File: config.mk
export PLATFORM = sky130hd
export DESIGN_NAME = mu0_control
export DESIGN_NICKNAME = d
export VERILOG_FILES = /design/src/rtl/mu0_pkg.sv /design/src/rtl/mu0_decode.sv /design/src/rtl/mu0_control.sv
export SDC_FILE = /design/constraint.sdc
export NUM_CORES = 1
export LEC_CHECK = 0
export ABC_AREA = 1
export CORE_AREA = 8 8 45 47
export CTS_BUF_LIST = sky130_fd_sc_hd__clkbuf_4 sky130_fd_sc_hd__clkbuf_8
export CTS_CLUSTER_DIAMETER = 120
export CTS_CLUSTER_SIZE = 24
export DETAILED_ROUTE_END_ITERATION = 16
export DIE_AREA = 0 0 53 55
export HOLD_SLACK_MARGIN = 0.08
export REMOVE_ABC_BUFFERS = 1
export SLEW_MARGIN = 5
export SYNTH_ARGS = -nofsm -noshare
export SYNTH_HDL_FRONTEND = slang
export SYNTH_SLANG_ARGS = --single-unit
export TNS_END_PERCENT = 100
File: constraint.sdc
create_clock -name Clk -period 2 [get_ports Clk]
set_input_delay 0.4 -clock Clk [delete_from_list [all_inputs] [get_ports Clk]]
set_output_delay 0.4 -clock Clk [all_outputs]
set_load 0.01 [all_outputs]
File: src/rtl/mu0_pkg.sv
// Shared MU0 control definitions: state encoding, opcodes, ALU function codes and
// the bundle of datapath control signals driven by the control unit.
package mu0_pkg;

  typedef enum logic [1:0] {
    StFetch = 2'd0,
    StExec  = 2'd1,
    StHalt  = 2'd2
  } state_e;

  localparam logic [3:0] OP_LDA = 4'd0;
  localparam logic [3:0] OP_STA = 4'd1;
  localparam logic [3:0] OP_ADD = 4'd2;
  localparam logic [3:0] OP_SUB = 4'd3;
  localparam logic [3:0] OP_JMP = 4'd4;
  localparam logic [3:0] OP_JGE = 4'd5;
  localparam logic [3:0] OP_JNE = 4'd6;
  localparam logic [3:0] OP_STP = 4'd7;

  localparam logic [1:0] ALU_PASS_Y = 2'b00;
  localparam logic [1:0] ALU_ADD    = 2'b01;
  localparam logic [1:0] ALU_SUB    = 2'b10;
  localparam logic [1:0] ALU_INC    = 2'b11;

  typedef struct packed {
    logic       x_sel;
    logic       y_sel;
    logic       addr_sel;
    logic [1:0] alu_fs;
    logic       pc_en;
    logic       ir_en;
    logic       acc_en;
    logic       rd;
    logic       wr;
  } ctrl_t;

  // PC <= IR[11:0]: pass the zero-extended operand through the ALU.
  function automatic ctrl_t jump_ctrl();
    ctrl_t c;
    c        = '0;
    c.y_sel  = 1'b1;
    c.alu_fs = ALU_PASS_Y;
    c.pc_en  = 1'b1;
    return c;
  endfunction

endpackage

File: src/rtl/mu0_decode.sv
// Combinational EXEC-cycle decoder: opcode and ACC flags to datapath controls.
module mu0_decode
  import mu0_pkg::*;
(
  input  logic [3:0] opcode_i,
  input  logic       n_i,
  input  logic       z_i,
  output ctrl_t      ctrl_o
);

  always_comb begin
    ctrl_o = '0;
    case (opcode_i)
      OP_LDA: begin
        ctrl_o.addr_sel = 1'b1;
        ctrl_o.rd       = 1'b1;
        ctrl_o.alu_fs   = ALU_PASS_Y;
        ctrl_o.acc_en   = 1'b1;
      end
      OP_STA: begin
        ctrl_o.addr_sel = 1'b1;
        ctrl_o.wr       = 1'b1;
      end
      OP_ADD, OP_SUB: begin
        ctrl_o.addr_sel = 1'b1;
        ctrl_o.rd       = 1'b1;
        ctrl_o.alu_fs   = (opcode_i == OP_SUB) ? ALU_SUB : ALU_ADD;
        ctrl_o.acc_en   = 1'b1;
      end
      OP_JMP: ctrl_o = jump_ctrl();
      OP_JGE: if (!n_i) ctrl_o = jump_ctrl();
      OP_JNE: if (!z_i) ctrl_o = jump_ctrl();
      OP_STP: ctrl_o = '0;
      default: ctrl_o = '0;
    endcase
  end

endmodule

File: src/rtl/mu0_control.sv
// MU0 control unit: FETCH/EXEC/HALT sequencing with memory wait states and
// synchronous reset forcing of all enables and strobes.
module mu0_control
  import mu0_pkg::*;
#(
  parameter int unsigned USE_MEMRDY = 1
) (
  input  logic       Clk,
  input  logic       Reset,
  input  logic [3:0] Opcode,
  input  logic       N,
  input  logic       Z,
  input  logic       MemRdy,
  output logic       X_sel,
  output logic       Y_sel,
  output logic       Addr_sel,
  output logic [1:0] ALU_fs,
  output logic       PC_En,
  output logic       IR_En,
  output logic       Acc_En,
  output logic       Rd,
  output logic       Wr,
  output logic       Halted,
  output logic       Fetch
);

  state_e state_q, state_d;
  ctrl_t  exec_ctrl, ctrl;
  logic   halted;

  mu0_decode u_decode (
    .opcode_i (Opcode),
    .n_i      (N),
    .z_i      (Z),
    .ctrl_o   (exec_ctrl)
  );

  always_comb begin
    ctrl    = '0;
    halted  = 1'b0;
    state_d = state_q;
    case (state_q)
      StFetch: begin
        ctrl.addr_sel = 1'b0;
        ctrl.rd       = 1'b1;
        ctrl.ir_en    = 1'b1;
        ctrl.x_sel    = 1'b1;
        ctrl.alu_fs   = ALU_INC;
        ctrl.pc_en    = 1'b1;
        state_d       = StExec;
      end
      StExec: begin
        ctrl    = exec_ctrl;
        state_d = (Opcode == OP_STP) ? StHalt : StFetch;
      end
      StHalt: halted = 1'b1;
      default: state_d = StFetch;
    endcase

    // Memory not ready: keep strobes and address, freeze registers and state.
    if ((USE_MEMRDY != 0) && (ctrl.rd || ctrl.wr) && !MemRdy) begin
      ctrl.pc_en  = 1'b0;
      ctrl.ir_en  = 1'b0;
      ctrl.acc_en = 1'b0;
      state_d     = state_q;
    end

    if (Reset) begin
      ctrl.pc_en  = 1'b0;
      ctrl.ir_en  = 1'b0;
      ctrl.acc_en = 1'b0;
      ctrl.rd     = 1'b0;
      ctrl.wr     = 1'b0;
      halted      = 1'b0;
      state_d     = StFetch;
    end
  end

  always_ff @(posedge Clk) begin
    if (Reset) begin
      state_q <= StFetch;
    end else begin
      state_q <= state_d;
    end
  end

  assign X_sel    = ctrl.x_sel;
  assign Y_sel    = ctrl.y_sel;
  assign Addr_sel = ctrl.addr_sel;
  assign ALU_fs   = ctrl.alu_fs;
  assign PC_En    = ctrl.pc_en;
  assign IR_En    = ctrl.ir_en;
  assign Acc_En   = ctrl.acc_en;
  assign Rd       = ctrl.rd;
  assign Wr       = ctrl.wr;
  assign Halted   = halted;
  assign Fetch    = (state_q == StFetch);

endmodule

==> flow_summary.json, run 1 <==
{
  "syn_inst": 51,
  "clk_path_buf_depth": 2,
  "leakage_nw": 0.278,
  "finalHoldViolCount": 0,
  "ant_nets": 0,
  "crit_start": "Opcode[1]",
  "nFillCells": 160,
  "hold_depth": 2,
  "rsz0062_at_grt": "no",
  "cts_hold_buffers": 0,
  "grt_util_all_layers_pct": 6.88,
  "crit_fanout": 4,
  "hold_path.class": "flop to flop",
  "seq_area_um2": 40.0,
  "cp_num_buf_inv": 3,
  "use_met3_pct": 4.01,
  "placementRows": 14,
  "vias_per_cell": 4.05,
  "path_class": "primary input to primary output",
  "relSlewSlack_pct": 87.5,
  "area_delta_synth_final_pct": 100,
  "wl_um": 892,
  "dp.cells": 92,
  "reg2reg_to": "state_q[0]$_SDFFE_PP0P_",
  "grt_max_degree": 6,
  "grt_pass1_vias": 352,
  "final.min_clock_period_ns": 1.91,
  "ctsHtreeMaxLevel": 1,
  "drcViolationCount": 0,
  "fin_crit_sh_pct": 95.6,
  "io_buffer_count": 20,
  "grt_use_met2_pct": 10.2,
  "status": "complete, no violations",
  "cts_tree": "built",
  "grt_overflow": 0,
  "fin_util_pct": 36.9,
  "final_cell_count_no_fill": 95,
  "place_hpwl_um": 757,
  "via_count": 385,
  "drt-initial-drc-count": 8,
  "grt_pass1_wl_um": 1500,
  "critical_path.max_stage_delay_ns": 0.52,
  "route.detailed.wl_per_inst_um": 9.39,
  "cts_setup_buffers": 0,
  "setup_viol": 0,
  "die_w_um": 53,
  "worstRegToRegCells": 6,
  "cp_top_family": "buffers and inverters",
  "cp.arrival_ns": 1.51,
  "cp_cell_sequence": "clkdlybuf4s50_1 > inv_1 > nand2_1 > nand2_1 > and2_1 > dlygate4sd2_1",
  "drt_pass1_iterations": 4,
  "die_h_um": 55,
  "critPathRequiredTime_ns": 1.60,
  "root_buffer": "clkbuf_4",
  "gr-usage-met1_pct": 7.58,
  "ir_drop_uv": 266,
  "top_usage_layer": "met2",
  "synth_cell_types": 15,
  "power.density_nw_per_um2": 424,
  "numCtsBuffers": 3,
  "clk_pin_slew_worst_paths_ns": 0.03,
  "rrSetupSlack_ns": 1.01,
  "antenna_found_initial": 0,
  "ys_seq_area_share_pct": 15.7,
  "globalplace.congestion": 0.752,
  "ios": 21,
  "multi_input_area_um2": 169,
  "largest_register_ffs": 2,
  "endpoint_kind": "primary output",
  "tightest_slew_ns": 0.188,
  "drv_cap": 0,
  "drive_above_1_share_pct": 27.8,
  "cts_sinks": 2,
  "cp.depth": 6,
  "hold_end": "state_q[1]$_SDFFE_PP0P_",
  "start_kind": "primary input",
  "finClkSkew_ns": 0.00417,
  "worstHoldStart": "state_q[1]$_SDFFE_PP0P_",
  "critPathMostFrequentCell": "nand2_1",
  "yosys_warnings": 0,
  "max_freq_mhz": 523,
  "drv_slew": 0,
  "synth_seq_cells": 2,
  "die-area_um2": 2920,
  "r2r-start": "state_q[1]$_SDFFE_PP0P_",
  "crit_slowest_cell": "clkdlybuf4s50_1",
  "syn_area_um2": 255,
  "synth.avg_cell_area_um2": 5.00,
  "core_area_um2": 1380,
  "nets": 90,
  "insertion_delay_ns": 0.23,
  "final_common_cell": "nand2_1",
  "start_util_pct": 18.4,
  "top_regs": "state_q: 2 flops",
  "mostFrequentLayoutCells": "17 x nand2_1, 10 x clkdlybuf4s50_1, 8 x inv_1",
  "n_antenna_cell": 0,
  "regMostFlops": "state_q"
}
==> stage by stage <==
stage / setup WS [ns] / setup TNS, ns / hold slack (ns) / instance area [um2] / power [W]
after global placement: -0.254 / -1.88 / 0.538 / 517 / 0.000134
after global routing: 0.0000335 / 0 / 0.593 / 510 / 0.000233
after detailed placement: -0.256 / -1.86 / 0.553 / 517 / 0.000134
after floorplan: 0.639 / 0 / 0.505 / 244 / 0.0000779
after CTS: 0.0126 / 0 / 0.558 / 529 / 0.000224
final: 0.0873 / 0 / 0.562 / 510 / 0.000217
==> routing by layer <==
metal | part of all wire (%) | vias up
met2 | 44 | 15
li1 | - | 207
met3 | 7.2 | 2
met1 | 47 | 161
met4 | 1.6 | 0
met5 | 0 | -
==> cell type report <==
class / count / share of cell area (%)
timing repair buffer: 27 / 43.4
tap: 16 / 3.92
clock buffer: 3 / 4.41
inverter: 10 / 7.35
sequential: 2 / 7.84
multi-input combinational: 37 / 33.1
==> cells in the mapped netlist <==
cell	count	area, um2
nand2_2	2	12.5
clkbuf_1	1	3.75
nand3_1	2	10.0
nor2_2	1	6.26
a21oi_1	2	10.0
and2_1	1	6.26
inv_1	8	30.0
inv_2	2	7.51
dfxtp_1	2	40.0
o21ai_0	2	10.0
nor2_4	1	11.3
buf_4	1	7.51
nor2_1	8	30.0
o22ai_1	1	6.26
nand2_1	17	63.8
==> tightest hold or removal path, delay by kind of cell (launching register included) <==
kind             cells  cell delay, ns
AND/OR/NAND/NOR      1            0.10
flip-flops           1            0.34
AO/OA/AOI/OAI        1            0.07
==> kinds of logic after synthesis <==
family / count (synthesis) / synth area share (%)
AND/OR/NAND/NOR: 32 / 54.9
buffers and inverters: 12 / 19.1
AO/OA/AOI/OAI: 5 / 10.3
flip-flops: 2 / 15.7
==> worst max path at each step <==
stage / endpoint / slack [ns]
floorplan: Rd / 0.64
global placement: Rd / -0.25
detailed placement: Rd / -0.26
CTS: Rd / 0.01
global route: Addr_sel / 0.00003
finish: Y_sel / 0.09
==> power by group <==
part | internal (W) | switching (W)
clock | 0.0000663 | 0.0000244
sequential | 0.0000419 | 0.00000189
combinational | 0.0000431 | 0.0000391
total | 0.000151 | 0.0000654
==> timing repair <==
item                                    in CTS  in global routing
pin swaps                                    0                  1
gates resized for setup                     11                 10
endpoints found under the setup margin      10                  5
No activity file was read; power rests on OpenSTA's default activity.
==> run 2, diff against run 1 <==
--- a/config.mk
+++ b/config.mk
@@ -14,7 +14,7 @@
 export DIE_AREA = 0 0 53 55
 export HOLD_SLACK_MARGIN = 0.08
 export REMOVE_ABC_BUFFERS = 1
-export SLEW_MARGIN = 5
+export SLEW_MARGIN = 0
 export SYNTH_ARGS = -nofsm -noshare
 export SYNTH_HDL_FRONTEND = slang
 export SYNTH_SLANG_ARGS = --single-unit
==> results of run 2 <==
The final DEF is identical to that of run 1; final timing and power are the same.
==> run 3, diff against run 2 <==
--- a/config.mk
+++ b/config.mk
@@ -14,7 +14,6 @@
 export DIE_AREA = 0 0 53 55
 export HOLD_SLACK_MARGIN = 0.08
 export REMOVE_ABC_BUFFERS = 1
-export SLEW_MARGIN = 0
 export SYNTH_ARGS = -nofsm -noshare
 export SYNTH_HDL_FRONTEND = slang
 export SYNTH_SLANG_ARGS = --single-unit
==> results of run 3 <==
The final DEF is identical to that of run 1; final timing and power are the same.
==> patch: new RTL, config.mk and constraints of run 1 <==
Change the parameter `USE_MEMRDY` from 1 to 0.
--- a/src/rtl/mu0_control.sv
+++ b/src/rtl/mu0_control.sv
@@ -3,7 +3,7 @@
 module mu0_control
   import mu0_pkg::*;
 #(
-  parameter int unsigned USE_MEMRDY = 1
+  parameter int unsigned USE_MEMRDY = 0
 ) (
   input  logic       Clk,
   input  logic       Reset,
Check against the original RTL: not equivalent (a bounded check fails within 4 cycles, from zero or initial values and one cycle with Reset high).
==> patch against run 1 <==
Synthesized area down 5.4%. First-iteration DRC count down 25%. Total power down 3.2%. Sequential cell count unchanged. Largest cell class unchanged. Clock skew down 1.4 ps. Clock power down 0.6%. Register-to-register slack better by 150 ps. Routed wire length down 9.6%. Cell area down 9.6%. Setup slack better by 2.3 ps.
==> patch: results (changes against run 1) <==
Status
  – Status: completed

Worst setup path
  – Worst Reg2Reg Path Length in Cells: 5 (-1)
  – Reg2Reg Capture Point: state_q[1]$_SDFFE_PP0P_
  – Crit. Startpoint: Opcode[0]
  – Flop2flop setup slack: 1160 ps (+150 ps)

Pwr
  – LEAKAGE: 0.281 nW (+1.0%)
  – Peak VDD IR: 0.212 mV (-20%)

Placement
  – Port bufs: 19 (-5.0%)
  – Post-placement cell count: 80 (-13%)
  – Detailed placement HPWL: 660 um (-13%)

Final layout
  – Final-stage net count: 79 (-12%)
  – Layout cell share with drive strength beyond 1: 27.9% (+0.093 points)

Drt
  – M1 WL: 359 um (-15%)
  – Met2 wire len: 341 um (-13%)
  – DR pass1 iterations: 2 (-2)
  – DRC violation total after the first TritonRoute iteration: 6 (-2)

Synthesis
  – Yosys cell types: 14 (-1)
  – Synthesized netlist cell count: 44 (-14%)

Global routing
  – First-pass GRT wire length: 1310 um (-12%)
  – GRT Overall Usage: 6.28% (-0.60 points)
  – Met2 Use GR: 8.40% (-1.8 points)
  – Grt met3 use: 4.28% (+0.27 points)

STA
  – Worst slew pin tran: 194 ps (+6.74 ps)
  – Final min period: 1910 ps (-2.27 ps)
  – WHS: 573 ps (+11.7 ps)
## patch: how the worst min path moves through the flow
stage	from	endpoint	cells past startpoint
6_report	state_q[1]$_SDFFE_PP0P_	state_q[1]$_SDFFE_PP0P_	2
5_1_grt	state_q[1]$_SDFFE_PP0P_	state_q[1]$_SDFFE_PP0P_	2
4_1_cts	state_q[1]$_SDFFE_PP0P_	state_q[1]$_SDFFE_PP0P_	2
3_5_place_dp	state_q[1]$_SDFFE_PP0P_	state_q[1]$_SDFFE_PP0P_	2
3_3_place_gp	state_q[1]$_SDFFE_PP0P_	state_q[1]$_SDFFE_PP0P_	2
2_1_floorplan	state_q[1]$_SDFFE_PP0P_	state_q[1]$_SDFFE_PP0P_	2
## patch: where the power goes
group / internal (W) / switching, W / leakage [nW]
Clock: 0.0000663 / 0.0000240 / 0.0138
Sequential: 0.0000421 / 0.00000268 / 0.0165
Combinational: 0.0000389 / 0.0000359 / 0.250
## patch: layout make-up
cell class	instances	area share, %
Tap cell	16	4.34
Multi-Input combinational cell	28	31.4
Clock buffer	3	4.88
Inverter	13	10.6
Timing Repair Buffer	22	40.1
Sequential cell	2	8.67
## patch: kinds of logic after synthesis
logic type,after synthesis
and+or+nand+nor,26
buffers and inverters,14
DFF,2
AOI/OAI and AO/OA,2
## patch: worst reg2reg max path: stages, from the launching register on
cell and delay, ps:
dfxtp_1 410, inv_2 80, nand2_2 80, nor2_4 50, nand3_1 70, nand2_1 50
## patch: repair_timing
item / in CTS / in global routing
setup endpoints to repair: 10 / 2
hold endpoints to repair: 0 / 0
resized for setup: 21 / 1
pin swaps: 2 / 1
setup buffers: 1 / 0
hold buffers: 0 / 0
